`config.mk`:
```
export PLATFORM = sky130hd
export DESIGN_NAME = alu_control_sequencer
export DESIGN_NICKNAME = d
export VERILOG_FILES = /design/src/rtl/alu_control_sequencer.sv
export SDC_FILE = /design/constraint.sdc
export NUM_CORES = 1
export LEC_CHECK = 0
export ABC_AREA = 0
export CORE_MARGIN = 2
export CORE_UTILIZATION = 40
export CTS_CLUSTER_SIZE = 28
export DETAILED_ROUTE_END_ITERATION = 8
export HOLD_SLACK_MARGIN = 0.12
export PLACE_DENSITY = 0.78
export SLEW_MARGIN = 15
export SYNTH_ARGS = -nofsm -noshare
export SYNTH_HDL_FRONTEND = slang
export SYNTH_SLANG_ARGS = --single-unit
```
`constraint.sdc`:
```
create_clock -name clk -period 3.5 [get_ports clk]
set_input_delay 0.35 -clock clk [delete_from_list [all_inputs] [get_ports clk]]
set_output_delay 0.35 -clock clk [all_outputs]
set_load 0.05 [all_outputs]
```
`src/rtl/alu_control_sequencer.sv`:
```
// alu_control_sequencer: multi-cycle fetch/decode/execute sequencer for the
// accumulator CPU. Owns PC/IR/AC/DR, drives the shared program/data memory
// and initiates one ALU evaluation per arithmetic instruction through a
// toggle-type activate line.
module alu_control_sequencer #(
  parameter int ADDR_W = 5,
  parameter int OPC_W  = 3
) (
  input  logic              clk,
  input  logic              rst,
  input  logic              start,
  output logic [ADDR_W-1:0] mem_addr,
  output logic              mem_rd,
  output logic              mem_wr,
  output logic [7:0]        mem_wdata,
  input  logic [7:0]        mem_rdata,
  output logic [7:0]        alu_ac,
  output logic [7:0]        alu_dr,
  output logic [OPC_W-1:0]  alu_mode,
  output logic              alu_activate,
  input  logic [7:0]        alu_result,
  output logic [ADDR_W-1:0] pc,
  output logic [7:0]        ac,
  output logic              halted
);

  localparam int IW = OPC_W + ADDR_W;

  localparam logic [OPC_W-1:0] OP_STA = OPC_W'(5);
  localparam logic [OPC_W-1:0] OP_NEG = OPC_W'(6);
  localparam logic [OPC_W-1:0] OP_HLT = OPC_W'(7);

  typedef enum logic [3:0] {
    S_IDLE,
    S_FETCH,
    S_FETCH_WAIT,
    S_DECODE,
    S_OPERAND,
    S_OPERAND_WAIT,
    S_EXEC,
    S_WB,
    S_STORE,
    S_HALT
  } state_t;

  state_t r_state, w_next;

  logic [ADDR_W-1:0] r_pc;
  logic [IW-1:0]     r_ir;
  logic [7:0]        r_ac;
  logic [7:0]        r_dr;
  logic [OPC_W-1:0]  r_mode;
  logic              r_act;

  logic [OPC_W-1:0]  w_opc;
  logic [ADDR_W-1:0] w_opnd;

  assign w_opc  = r_ir[IW-1:ADDR_W];
  assign w_opnd = r_ir[ADDR_W-1:0];

  // State register; async reset aborts any instruction in flight.
  always_ff @(posedge clk or posedge rst) begin
    if (rst) r_state <= S_IDLE;
    else     r_state <= w_next;
  end

  // Next-state and memory strobes. Strobes are decoded from the state so a
  // reset pulls an in-flight mem_wr low without waiting for a clock edge.
  always_comb begin
    w_next    = r_state;
    mem_rd    = 1'b0;
    mem_wr    = 1'b0;
    mem_addr  = '0;
    mem_wdata = '0;
    case (r_state)
      S_IDLE: begin
        if (start) w_next = S_FETCH;
      end
      S_FETCH: begin
        mem_rd   = 1'b1;
        mem_addr = r_pc;
        w_next   = S_FETCH_WAIT;
      end
      S_FETCH_WAIT: w_next = S_DECODE;
      S_DECODE: begin
        // NEG operates on AC only, so it skips the operand read.
        if (w_opc == OP_HLT)      w_next = S_HALT;
        else if (w_opc == OP_STA) w_next = S_STORE;
        else if (w_opc == OP_NEG) w_next = S_EXEC;
        else                      w_next = S_OPERAND;
      end
      S_OPERAND: begin
        mem_rd   = 1'b1;
        mem_addr = w_opnd;
        w_next   = S_OPERAND_WAIT;
      end
      S_OPERAND_WAIT: w_next = S_EXEC;
      S_EXEC:         w_next = S_WB;
      S_WB:           w_next = S_FETCH;
      S_STORE: begin
        mem_wr    = 1'b1;
        mem_addr  = w_opnd;
        mem_wdata = r_ac;
        w_next    = S_FETCH;
      end
      S_HALT:  w_next = S_HALT;
      default: w_next = S_IDLE;
    endcase
  end

  // Datapath registers, each loaded in exactly one state.
  always_ff @(posedge clk or posedge rst) begin
    if (rst) begin
      r_pc   <= '0;
      r_ir   <= '0;
      r_ac   <= '0;
      r_dr   <= '0;
      r_mode <= '0;
      r_act  <= 1'b0;
    end else begin
      case (r_state)
        S_FETCH_WAIT: begin
          r_ir <= mem_rdata;
          r_pc <= r_pc + 1'b1;  // wraps at the top of memory
        end
        S_DECODE:       r_mode <= w_opc;
        S_OPERAND_WAIT: r_dr   <= mem_rdata;
        S_EXEC:         r_act  <= ~r_act;  // one level change = one request
        S_WB:           r_ac   <= alu_result;
        default: ;
      endcase
    end
  end

  assign alu_ac       = r_ac;
  assign alu_dr       = r_dr;
  assign alu_mode     = r_mode;
  assign alu_activate = r_act;
  assign pc           = r_pc;
  assign ac           = r_ac;
  assign halted       = (r_state == S_HALT);

endmodule

```
==> results of run 1 <==
[layout by cell type, fill, tap and decap left out, drive strengths merged]
cell type | synthesis | layout
nand3 | 3 | 3
or3b | 2 | 2
mux2 | 28 | 28
xor2 | 3 | 3
a31oi | 1 | 1
inv | 2 | 2
nand2 | 3 | 3
dfrtp | 37 | 37
and2b | 1 | 1
a32oi | 4 | 4
o21ai | 2 | 2
nor3 | 2 | 2
clkbuf | 0 | 7
nor4b | 1 | 1
and2 | 8 | 8
a21boi | 1 | 1
ha | 1 | 1
xnor2 | 3 | 3
nand2b | 4 | 4
a311o | 1 | 1
nor3b | 1 | 1
buf | 14 | 1
and3 | 2 | 2
nand4 | 2 | 2
clkdlybuf4s50 | 0 | 67
a211o | 1 | 1
nor4bb | 1 | 1
a21oi | 2 | 2
nor2 | 12 | 12
[sequential cells by signal, indices dropped and copies added, names as in the netlist]
name / count
alu_activate: 1
pc: 5
r_ir: 8
alu_mode: 3
ac: 8
alu_dr: 8
r_state: 4
[cell type report]
cell class                 instances  area share [%]
clock buffer                       7            3.44
multi-input combinational         89            29.8
inverter                           2           0.299
timing repair buffer              68            27.0
tap                               52            2.59
sequential                        37            36.9
[synthesized netlist by cell type, types with 2 or more instances]
| master | instances |
|---|---|
| a21oi_1 | 2 |
| a32oi_1 | 4 |
| and2_1 | 8 |
| and3_1 | 2 |
| buf_2 | 2 |
| buf_4 | 11 |
| dfrtp_1 | 37 |
| inv_1 | 2 |
| mux2_2 | 28 |
| nand2_1 | 3 |
| nand2b_1 | 3 |
| nand3_1 | 2 |
| nand4_1 | 2 |
| nor2_1 | 12 |
| o21ai_0 | 2 |
| or3b_1 | 2 |
| xnor2_1 | 3 |
| xor2_1 | 2 |
[cells by family after synthesis]
kind of cell / after synthesis / share of synthesized area (%)
simple gates: 42 / 15.3
buf+inv: 16 / 6.24
flops: 37 / 51.9
xor+xnor: 6 / 3.36
mux: 28 / 17.7
compound gates: 12 / 4.91
fa+ha+maj: 1 / 0.701
[final timing paths]
| kind | start | to | depth (start not counted) |
|---|---|---|---|
| worst max-delay path | r_state[2] | mem_addr[0] | 4 |
| worst max register to register | r_state[2] | r_ir[2] | 2 |
| worst min-delay path | rst | ac[2] | 3 |
| min in group clk | alu_activate | alu_activate | 1 |
| max in group asynchronous | rst | alu_dr[1] | 3 |
| worst min register to register | alu_activate | alu_activate | 1 |
[stage by stage]
step	setup slack, ns	hold WS, ns	std cells	utilization (%)	area, um^2
finish	0.564	0.470	255	58.1	2510
detailed placement	0.857	0.466	248	56.1	2420
CTS	0.559	0.476	255	58.1	2510
floorplan	1.15	0.480	142	-	1790
global route	0.411	0.507	255	58.1	2510
global placement	0.906	0.466	248	56.1	2420
[critical path: cells and delay by family (launching register included)]
kind / cells / cell delay, ns
AOI/OAI and AO/OA: 1 / 0.13
buffers and inverters: 1 / 0.83
DFF: 1 / 0.60
and+or+nand+nor: 2 / 0.75
[routing by layer]
metal	GRT usage (%)	part of all wire [%]
met1	19.0	42
met2	23.8	48
met3	3.99	10
met4	5.03	0.41
met5	0	0
==> flow_summary.json, run 1 <==
{
  "status": "complete, no violations",
  "n_antenna_cell": 0,
  "grt_pass1_wl_um": 5820,
  "crit_chain": "nand2b_1 > or3b_1 > a31oi_1 > clkdlybuf4s50_1",
  "setup_violations": 0,
  "rrSetupSlack_ns": 1.56,
  "drive_gt1_share_pct": 19.7,
  "synth.area.top_cells": "dfrtp_1, mux2_2, buf_4, and2_1, nor2_1",
  "multi_input_area_um2": 748,
  "startpoint_type": "flop",
  "post-route-period-util_pct": 83.9,
  "synth_cell_types": 33,
  "slew_viol_final": 0,
  "synth_top_cell_by_area": "dfrtp_1",
  "ff_latch_area_um2": 926,
  "detail-route-antenna-nets": 0,
  "ys_seq_area_share_pct": 51.9,
  "slowest_stage": "clkdlybuf4s50_1",
  "slowest_delay_ns": 0.83,
  "cts_hold_buf": 0,
  "portBuffers": 67,
  "path_max_fanout": 14,
  "ys_ff_latch": 37,
  "wl_um": 3430,
  "core_um2": 4320,
  "ys_warn_count": 0,
  "die_h_um": 70.8,
  "root_buffer": "clkbuf_8",
  "fillers": 384,
  "path_clk_slew_ns": 0.07,
  "syn_area_per_cell_um2": 12.6,
  "cts_sinks": 37,
  "grt_pass1_vias": 1250,
  "cts_buffer_depth": 2,
  "gp_congestion": 0.823,
  "synth_edf_count": 0,
  "post-route-min-period_ns": 2.94,
  "final_nets": 223,
  "cts.repair.resized": 0,
  "slew-limit-headroom_pct": 45.8,
  "worstSetupPathType": "flop to output pin",
  "cts_setup_buffers": 0,
  "grt-ovfl-total": 0,
  "vias": 1284,
  "arrival_ns": 2.59,
  "track_usage_pct": 14.6,
  "drc_errors": 0,
  "rsz0062_at_grt": "no",
  "end_kind": "output pin",
  "die_x_um": 70.8,
  "syn-instance-count": 142,
  "clk_latency_ns": 0.28,
  "grt_max_degree": 38,
  "firstDrtPassIters": 4,
  "viasPerCell": 5.04,
  "cts_tree": "yes",
  "hp-class": "primary input to async pin",
  "fmax_mhz": 341,
  "netlist_area_um2": 1790,
  "cap_violations": 0,
  "cp.required_ns": 3.15,
  "hold_viol": 0,
  "tightest_slew_ns": 0.810,
  "rows": 24,
  "drt_iter0_drc": 38,
  "async_flop_share_pct": 100,
  "numCtsBuffers": 5,
  "h-tree-depth": 2,
  "wl_per_cell_um": 13.4,
  "synth_top_area_share_pct": 51.9,
  "ys.flop_type": "dfrtp_1",
  "synthToLayoutAreaGrowth_pct": 40.6,
  "fin_skew_ns": 0.00342,
  "dp_hpwl_um": 2600,
  "ios": 68,
  "start_util_pct": 41.3,
  "die_area_um2": 5010,
  "final.setup.tns_ns": 0,
  "antenna_found_initial": 0,
  "syn-num-nets": 162
}
Power of run 1 is left out: the tool's default activity adds up to more than one toggle a clock period on the data nets, which glitch-free logic cannot reach.
==> run 2: changes to the inputs <==
==> constraint.sdc (replaced) <==
create_clock -name clk -period 2.95 [get_ports clk]
set_input_delay 0.295 -clock clk [delete_from_list [all_inputs] [get_ports clk]]
set_output_delay 0.295 -clock clk [all_outputs]
set_load 0.05 [all_outputs]
==> run 2 against run 1 <==
Final area grew 2.0%. Clock skew grew 0.00061 ns. Via count shrank 0.78%. Die area is the same. Highest routed layer unchanged.
==> flow_summary.json, run 2 (synthesis gave the netlist of run 1 again) <==
{
  "status": "complete, no violations",
  "path_clk_slew_ns": 0.07,
  "ff_latch_area_um2": 926,
  "gp_congestion": 0.802,
  "slew_viol_final": 0,
  "n_antenna_cell": 0,
  "cap_violations": 0,
  "cts_hold_buf": 0,
  "track_usage_pct": 15.3,
  "grt_max_degree": 38,
  "synthToLayoutAreaGrowth_pct": 43.5,
  "viasPerCell": 4.94,
  "arrival_ns": 2.41,
  "rows": 24,
  "final_nets": 225,
  "detail-route-antenna-nets": 0,
  "cts_buffer_depth": 2,
  "fmax_mhz": 370,
  "post-route-period-util_pct": 91.6,
  "core_um2": 4320,
  "hold_viol": 0,
  "slew-limit-headroom_pct": 47.6,
  "multi_input_area_um2": 753,
  "final_cell_mix": "clkdlybuf4s50_1, dfrtp_1, mux2_2",
  "die_x_um": 70.8,
  "drc_errors": 0,
  "start_util_pct": 41.3,
  "rrSetupSlack_ns": 1.02,
  "r2r_end": "r_ir[4]",
  "reg2reg_depth": 2,
  "wl_um": 3570,
  "setup_ws_ns": 0.248,
  "post-route-min-period_ns": 2.70,
  "regToRegStartpoint": "r_state[2]",
  "portBuffers": 67,
  "grt_pass1_vias": 1273,
  "grt_pass1_wl_um": 5950,
  "clk_latency_ns": 0.29,
  "grt-ovfl-total": 0,
  "worstSetupPathType": "flop to output pin",
  "firstDrtPassIters": 4,
  "place_ws_ns": 0.493,
  "h-tree-depth": 2,
  "fin_skew_ns": 0.00403,
  "vias": 1274,
  "end_kind": "output pin",
  "final.setup.tns_ns": 0,
  "die_h_um": 70.8,
  "die_area_um2": 5010,
  "rsz0062_at_grt": "no",
  "path_max_fanout": 13,
  "tightest_slew_ns": 0.782,
  "layout_commonest_cell": "clkdlybuf4s50_1",
  "numCtsBuffers": 5,
  "root_buffer": "clkbuf_8",
  "fillers": 367,
  "startpoint_type": "flop",
  "hp-class": "primary input to async pin",
  "ios": 68,
  "drive_gt1_share_pct": 22.3,
  "cts_sinks": 37,
  "drt_iter0_drc": 33,
  "setup_violations": 0,
  "wl_per_cell_um": 13.8,
  "cp.required_ns": 2.65,
  "antenna_found_initial": 0,
  "dp_hpwl_um": 2700,
  "cts_tree": "yes"
}
-- run 2: cell types whose count changed in the layout (fill, tap and decap cells not counted), sizes merged --
cell	before	now
clkinvlp	0	1
clkdlybuf4s50	67	66
bufinv	0	1
clkbuf	7	6
buf	1	4
-- run 2: how the worst max path moves through the flow --
stage | to | startpoint
final | mem_wdata[6] | r_state[1]
after global routing | mem_wdata[7] | r_state[1]
after CTS | mem_addr[2] | r_state[2]
after detailed placement | mem_addr[1] | r_state[2]
after global placement | mem_wdata[3] | r_state[1]
after floorplan | mem_wdata[0] | r_state[2]
-- run 2: final cells by class --
type | instances | area share, %
Sequential cell | 37 | 36.1
Multi-Input combinational cell | 89 | 29.4
Timing Repair Buffer | 70 | 27.0
Clock buffer | 6 | 3.22
Tap cell | 52 | 2.54
Clock inverter | 2 | 1.46
Inverter | 2 | 0.293
-- run 2: routing by layer --
layer	track usage [%]	vias up	share of wire [%]
li1	-	614	-
met1	19.2	595	45
met2	24.1	57	45
met3	4.13	8	8.0
met4	7.97	0	2.0
met5	0	-	0
-- run 2: critical path: stages, from the launching register on --
cell             delay [ns]
dfrtp_1                0.52
nand2b_1               0.26
nor3_2                 0.35
and2_1                 0.19
clkdlybuf4s50_1        0.79
-- run 2: what timing repair did --
action                                  in CTS  in global routing
gates resized for setup                      0                  1
hold endpoints to repair                     0                  0
endpoints found under the setup margin       0                  1
buffers inserted                             0                  0
-- run 2: per-stage QoR --
step	cell area (um^2)	std cells	utilization (%)	hold slack, ns
2_1_floorplan	1790	142	-	0.445
3_3_place_gp	2440	250	56.4	0.469
3_5_place_dp	2440	250	56.4	0.465
4_1_cts	2560	258	59.1	0.412
5_1_grt	2560	258	59.3	0.480
6_report	2560	258	59.3	0.399
Power of run 2 is left out for the same reason.
==> run 3: changes to the inputs <==
--- a/config.mk
+++ b/config.mk
@@ -5,7 +5,6 @@
 export SDC_FILE = /design/constraint.sdc
 export NUM_CORES = 1
 export LEC_CHECK = 0
-export ABC_AREA = 0
 export CORE_MARGIN = 2
 export CORE_UTILIZATION = 40
 export CTS_CLUSTER_SIZE = 28
==> results of run 3 <==
The final DEF is identical to that of run 2; final timing and power are the same.
Power of run 3 is left out for the same reason.
